`src/rtl/mem_sram_access_pkg.sv`:
```
// Shared definitions for the MEM-stage SRAM access block: FSM state codes,
// half-word select values and the data-memory base address.
package mem_sram_access_pkg;

    localparam logic [2:0] ST_IDLE  = 3'd0;
    localparam logic [2:0] ST_RD_LO = 3'd1;
    localparam logic [2:0] ST_RD_HI = 3'd2;
    localparam logic [2:0] ST_WR_LO = 3'd3;
    localparam logic [2:0] ST_WR_HI = 3'd4;
    localparam logic [2:0] ST_DONE  = 3'd5;

    localparam logic MEM_HALF_LO = 1'b0;
    localparam logic MEM_HALF_HI = 1'b1;

    localparam int unsigned MEM_BASE_ADDR = 1024;

endpackage

```
`src/rtl/mem_sram_access_sram_addr_map.sv`:
```
// Combinational translation of a CPU byte address into a 16-bit SRAM
// half-word address: {wordAddr, half}. Out-of-range addresses wrap.
module sram_addr_map
    import mem_sram_access_pkg::*;
#(
    parameter int unsigned BASE_ADDR = MEM_BASE_ADDR,
    parameter int unsigned SRAM_AW   = 18
) (
    input  logic [31:0]        aluResult,
    input  logic               half,
    output logic [SRAM_AW-1:0] sramAddr
);

    logic [31:0]        offset;
    logic [SRAM_AW-2:0] wordAddr;
    logic               unusedBits;

    assign offset   = aluResult - BASE_ADDR;
    assign wordAddr = offset[SRAM_AW:2];
    assign sramAddr = {wordAddr, half};

    // Byte-lane bits and the wrapped upper bits deliberately take no part.
    assign unusedBits = ^{offset[31:SRAM_AW+1], offset[1:0]};

endmodule

```
`src/rtl/mem_sram_access.sv`:
```
// MEM-stage LDR/STR engine: splits each 32-bit access into two half-word
// accesses on an asynchronous 16-bit SRAM and freezes the pipeline meanwhile.
module mem_sram_access
    import mem_sram_access_pkg::*;
#(
    parameter int unsigned BASE_ADDR   = MEM_BASE_ADDR,
    parameter int unsigned WAIT_CYCLES = 4,
    parameter int unsigned SRAM_AW     = 18
) (
    input  logic               clk,
    input  logic               rst,
    input  logic               memReadEn,
    input  logic               memWriteEn,
    input  logic [31:0]        aluResult,
    input  logic [31:0]        valRm,
    output logic [31:0]        memResult,
    output logic               freeze,
    output logic [SRAM_AW-1:0] sram_addr,
    output logic [15:0]        sram_dq_out,
    output logic               sram_dq_oe,
    input  logic [15:0]        sram_dq_in,
    output logic               sram_we_n
);

    localparam int              CNT_W    = $clog2(WAIT_CYCLES);
    localparam logic [CNT_W-1:0] CNT_LAST = CNT_W'(WAIT_CYCLES - 1);

    logic [2:0]         state_q, state_d;
    logic [CNT_W-1:0]   cnt_q, cnt_d;
    logic [15:0]        lo_q, lo_d;
    logic [31:0]        memResult_q, memResult_d;

    logic               lastCnt;
    logic               inAccess;
    logic               isWrite;
    logic               isHi;
    logic [SRAM_AW-1:0] mappedAddr;

    assign lastCnt  = (cnt_q == CNT_LAST);
    assign isWrite  = (state_q == ST_WR_LO) || (state_q == ST_WR_HI);
    assign isHi     = (state_q == ST_RD_HI) || (state_q == ST_WR_HI);
    assign inAccess = isWrite || (state_q == ST_RD_LO) || (state_q == ST_RD_HI);

    sram_addr_map #(
        .BASE_ADDR (BASE_ADDR),
        .SRAM_AW   (SRAM_AW)
    ) u_addr_map (
        .aluResult (aluResult),
        .half      (isHi ? MEM_HALF_HI : MEM_HALF_LO),
        .sramAddr  (mappedAddr)
    );

    always_comb begin
        state_d     = state_q;
        cnt_d       = cnt_q;
        lo_d        = lo_q;
        memResult_d = memResult_q;
        case (state_q)
            ST_IDLE: begin
                cnt_d = '0;
                if (memWriteEn) begin
                    state_d = ST_WR_LO;
                end else if (memReadEn) begin
                    state_d = ST_RD_LO;
                end
            end
            ST_RD_LO, ST_RD_HI, ST_WR_LO, ST_WR_HI: begin
                if (lastCnt) begin
                    cnt_d = '0;
                    case (state_q)
                        ST_RD_LO: begin
                            lo_d    = sram_dq_in;
                            state_d = ST_RD_HI;
                        end
                        ST_RD_HI: begin
                            memResult_d = {sram_dq_in, lo_q};
                            state_d     = ST_DONE;
                        end
                        ST_WR_LO: state_d = ST_WR_HI;
                        default:  state_d = ST_DONE;
                    endcase
                end else begin
                    cnt_d = cnt_q + CNT_W'(1);
                end
            end
            // One unfrozen cycle lets the pipeline move before the next request is seen.
            ST_DONE: begin
                state_d = ST_IDLE;
                cnt_d   = '0;
            end
            default: begin
                state_d = ST_IDLE;
                cnt_d   = '0;
            end
        endcase
    end

    always_ff @(posedge clk or negedge rst) begin
        if (!rst) begin
            state_q     <= ST_IDLE;
            cnt_q       <= '0;
            lo_q        <= '0;
            memResult_q <= '0;
        end else begin
            state_q     <= state_d;
            cnt_q       <= cnt_d;
            lo_q        <= lo_d;
            memResult_q <= memResult_d;
        end
    end

    // The last cycle of each write half keeps address and data valid with we_n high.
    always_comb begin
        freeze      = inAccess || ((state_q == ST_IDLE) && (memReadEn || memWriteEn));
        sram_addr   = inAccess ? mappedAddr : '0;
        sram_dq_oe  = isWrite;
        sram_dq_out = '0;
        if (isWrite) begin
            sram_dq_out = isHi ? valRm[31:16] : valRm[15:0];
        end
        sram_we_n   = !(isWrite && !lastCnt);
    end

    assign memResult = memResult_q;

endmodule

```
`config.mk`:
```
export PLATFORM = sky130hd
export DESIGN_NAME = mem_sram_access
export DESIGN_NICKNAME = d
export VERILOG_FILES = /design/src/rtl/mem_sram_access_pkg.sv /design/src/rtl/mem_sram_access_sram_addr_map.sv /design/src/rtl/mem_sram_access.sv
export SDC_FILE = /design/constraint.sdc
export NUM_CORES = 1
export LEC_CHECK = 0
export ABC_AREA = 0
export BUFFER_PORTS_ARGS = -buffer_cell sky130_fd_sc_hd__buf_2
export CAP_MARGIN = 10
export CORE_ASPECT_RATIO = 1.4
export CORE_MARGIN = 1
export CORE_UTILIZATION = 47
export CTS_CLUSTER_SIZE = 12
export DETAILED_ROUTE_END_ITERATION = 10
export PLACE_DENSITY = 0.95
export SLEW_MARGIN = 20
export SYNTH_ARGS = -nofsm -noshare
export SYNTH_HDL_FRONTEND = slang
export SYNTH_SLANG_ARGS = --single-unit
```
`constraint.sdc`:
```
create_clock -name clk -period 5.2 [get_ports clk]
set_clock_uncertainty 0.15 [all_clocks]
set_input_delay 1.04 -clock clk [delete_from_list [all_inputs] [get_ports clk]]
set_output_delay 1.04 -clock clk [all_outputs]
set_load 0.005 [all_outputs]
```
# == After elaboration in Yosys (flattened, before gate mapping) ==
# Cells that the tools add are included.
# totals
register_bits,53
inputBits,84
output_inout_bits,69
word_cells,39
# op_classes
add_sub_neg,2
n_eq_ne,7
mux,11
reduce_logical,15
# ops
operator,n
$mux 16,2
$sub 19x11->19 const B,1
$mux 18,1
$pmux 3 s2,2
$mux 3,3
$eq 3x2->1 const B,2
$logic_or 1x1->1,6
$reduce_and 3->1,2
$mux 2,2
$reduce_or 4->1,1
$eq 3x1->1 const B,1
$eq 3x3->1 const B,1
$logic_not 3->1,1
$ne 3x3->1 const B,1
$add 2x1->2 const B,1
$eq 2x2->1 const B,1
$logic_and 1x1->1,2
$logic_not 1->1,2
$ne 2x2->1 const B,1
$reduce_and 2->1,1
$mux 1,1

# == Logic depth before layout (Yosys ltp) ==
# depth
depth_word,5
mapped_depth,6
depth_no_buf,5

# == Hierarchy ==
# From an unflattened synthesis, not the netlist that was laid out.
# hier_totals
hier_cells,206
hier_area_um2,2836.5
# modules_own_cells
mod,n_inst,cells_per_inst,area_each_um2
mem_sram_access,1,177,2621.3
sram_addr_map,1,29,215.2

# == Least setup slack after synthesis ==
# No wires, ideal clock.
# synth_timing
kind,input port to output port
from,in aluResult[10]
to,out sram_addr[17]
t_arrival_ps,2209
t_required_ps,4010
setup_slack_ps,1801
cell_stages,5
cell_sequence,inv_1 > ha_1 > or3b_1 > or4_1 > a21oi_1
# synth_via
elab_chain_len,2
# synth_rtl
element,line,source
"start, declared",mem_sram_access.sv:14,"input logic [31:0] aluResult,"
$sub 19x11->19,mem_sram_access_sram_addr_map.sv:18,assign offset = aluResult - BASE_ADDR;
$mux 18,mem_sram_access.sv:115,sram_addr = inAccess ? mappedAddr : '0;
"end, declared",mem_sram_access.sv:18,"output logic [SRAM_AW-1:0] sram_addr,"
# Every way passes these cells.

# == Final worst setup path ==
# Same ends and word-level chain as after synthesis.

==> flow_metrics.tcl <==
set metrics [dict create \
    fmax_ghz 0.270 \
    grt_pass1_vias 1975 \
    cp_slowest_cell "or3b_1" \
    syn_inst 191 \
    synth-edff-count 0 \
    r2r_slack_ns 2.57 \
    use_met2_pct 39.7 \
    io_pins 153 \
    cts_tree "yes" \
    critPathMaxFanout 6 \
    wl_per_cell_um 14.8 \
    via_count 2050 \
    grt.total_usage_pct 20.1 \
    grt-ovfl-total 0 \
    portBuffers 137 \
    tightest_slew_ns 1.03 \
    async_flop_share_pct 100 \
    first_pass_iters 4 \
    status "finished clean" \
    yosysWarnings 0 \
    initial_core_util_pct 49.0 \
    cts_buffers 5 \
    grt_max_degree 54 \
    antenna_cells 0 \
    ant_nets 0 \
    p_leak_nw 1.76 \
    path_buf_inv 3 \
    slew_violations 0 \
    synthToLayoutAreaGrowth_pct 31.1 \
    drcViolationCount 0 \
    post_drt_via_cell_ratio 5.22 \
    start_kind "input port" \
    ys_top_cells_by_area "dfrtp_1 52%, mux2_2 17%, a22o_1 5.5%" \
    finalCritPeriodShare_pct 71.3 \
    totalWireLength_mm 5.81 \
    rsz0062_at_grt "no" \
    clockRootBuffer "clkbuf_8" \
    nets 412 \
    ys_top_cells_by_count "53 x dfrtp_1, 39 x mux2_2, 16 x a22o_1" \
    use_met1_pct 21.9 \
    drtIter0Drc 68 \
    htree_levels 2 \
    timing.final.ws_setup_ns 1.49 \
    power.total_mw 1.80 \
    met3_usage_pct 3.06 \
    busiest_layer "met2" \
    criticalPathCategory "in -> out" \
    cpPeakStageDelay_ns 0.43 \
    crit_required_ns 4.01 \
    path_cells "buf_2 -> inv_1 -> ha_1 -> or3b_1 -> or4_1 -> a21oi_1 -> buf_2" \
    die_h_um 89.1 \
    maxSlewHeadroom_pct 30.9 \
    die_area_um2 5720 \
    finalCriticalPeriod_ns 3.71 \
    ys_seq_elements 53 \
    path_delay_family "simple AND/OR/NAND/NOR gates" \
    core-area_um2 5200 \
    maxCapViolCount 0 \
    drive_above_1_share_pct 62.4 \
    yosysTopAreaCell "dfrtp_1" \
    netlist_area_um2 2540 \
    setup_viol 0 \
    gp_congestion 0.759 \
    cts_resized 0 \
    num_rows 31 \
    worstHoldPathType "reg -> reg" \
    hold_viol_final 0 \
    cts_hold_buf 0 \
    utilization_pct 64.2 \
    ys_seq_area_share_pct 52.1 \
    syn_nets 277 \
    tns_ns 0 \
    dp_hpwl_mm 4.41 \
    grt_pass1_wl_mm 8.96 \
    synth_cell_types 31 \
    postCtsSetupBuffers 0 \
    end_kind "output port" \
    arrival_ns 2.52 \
    cp_common_cell "buf_2" \
    synth_top_cell_area_share_pct 52.1 \
    clk_pin_slew_worst_paths_ns 0.09 \
    fillCellCount 433 \
    clk_path_buf_depth 2 \
    syn_avg_cell_area_um2 13.3 \
    cts_sinks 53 \
    power_per_cell_area_nw_per_um2 539 \
    ir_drop_mv 0.280 \
    synth-main-ff-cell "dfrtp_1" \
    die_x_um 64.2 \
    insertion_delay_ns 0.29 \
    synth.most_common_cell "dfrtp_1" \
    pre_cts_slack_ns 1.49 \
    antenna_found_initial 0 \
]
-- routing by layer --
| metal | wire [um] | vias up | part of all wire (%) |
|---|---|---|---|
| li1 | - | 965 | - |
| met5 | 0 | - | 0 |
| met3 | 322 | 6 | 5.5 |
| met2 | 3180 | 86 | 55 |
| met1 | 2240 | 993 | 39 |
| met4 | 64 | 0 | 1.1 |
-- path summary, 6_finish.rpt --
| path | from | to | depth (start not counted) |
|---|---|---|---|
| min reg2reg | cnt_q[0] | cnt_q[0] | 1 |
| max | aluResult[10] | sram_addr[17] | 7 |
| min in group asynchronous | rst | memResult[29] | 2 |
| min | cnt_q[0] | cnt_q[0] | 1 |
| max in group asynchronous | rst | memResult[3] | 2 |
| max reg2reg | cnt_q[0] | memResult[16] | 5 |
-- flip-flops by register name, summed over array words and instances, names as in the netlist --
signal and flops:
cnt_q 2, lo_q 16, state_q 3, memResult 32
-- layout by cell type (no fill, tap or decap), drive strengths merged, types with 2 or more instances in the layout --
| master | synthesis | routed |
|---|---|---|
| buf | 9 | 140 |
| dfrtp | 53 | 53 |
| mux2 | 48 | 48 |
| a22o | 16 | 16 |
| and3 | 11 | 11 |
| a21oi | 7 | 7 |
| clkbuf | 3 | 6 |
| o21ai | 5 | 5 |
| or3 | 5 | 5 |
| nor2 | 5 | 5 |
| inv | 4 | 5 |
| or2 | 3 | 3 |
| nor3 | 3 | 3 |
| nand2 | 2 | 2 |
| o31ai | 2 | 2 |
| xnor2 | 2 | 2 |
| nor4b | 2 | 2 |
| a211oi | 2 | 2 |
| ha | 2 | 2 |
| or4 | 2 | 2 |
-- final cells by class --
type / count / area, um2 / area share (%)
Tap cell: 66 / 82.6 / 2.47
Clock inverter: 2 / 13.8 / 0.412
Sequential cell: 53 / 1330 / 39.7
Timing Repair Buffer: 140 / 708 / 21.2
Multi-Input combinational cell: 122 / 1120 / 33.5
Clock buffer: 6 / 72.6 / 2.17
Inverter: 4 / 15.0 / 0.450
-- power breakdown --
part	leakage (nW)	switching (mW)	internal, mW	total [mW]
clock network	0.0456	0.130	0.0962	0.226
logic	1.05	0.336	0.480	0.816
registers	0.664	0.138	0.618	0.756
-- per-stage QoR --
| step | instances | hold WS [ns] | instance area (um2) |
|---|---|---|---|
| after global routing | 393 | 0.316 | 3340 |
| final | 393 | 0.298 | 3340 |
| after CTS | 393 | 0.300 | 3340 |
| after detailed placement | 385 | 0.288 | 3250 |
| after floorplan | 191 | 0.265 | 2540 |
| after global placement | 385 | 0.274 | 3250 |
-- logic make-up (layout without fill, tap and decap cells) --
kind of cell    after synthesis  count (layout)  share of synthesized area (%)
xor+xnor                      2               2                          0.688
flops                        53              53                           52.1
buf+inv                      16             152                           3.93
mux                          48              48                           22.6
compound gates               35              35                           10.0
fa+ha+maj                     2               2                          0.983
simple gates                 35              35                           9.69
(Power assumes the default switching activity.)
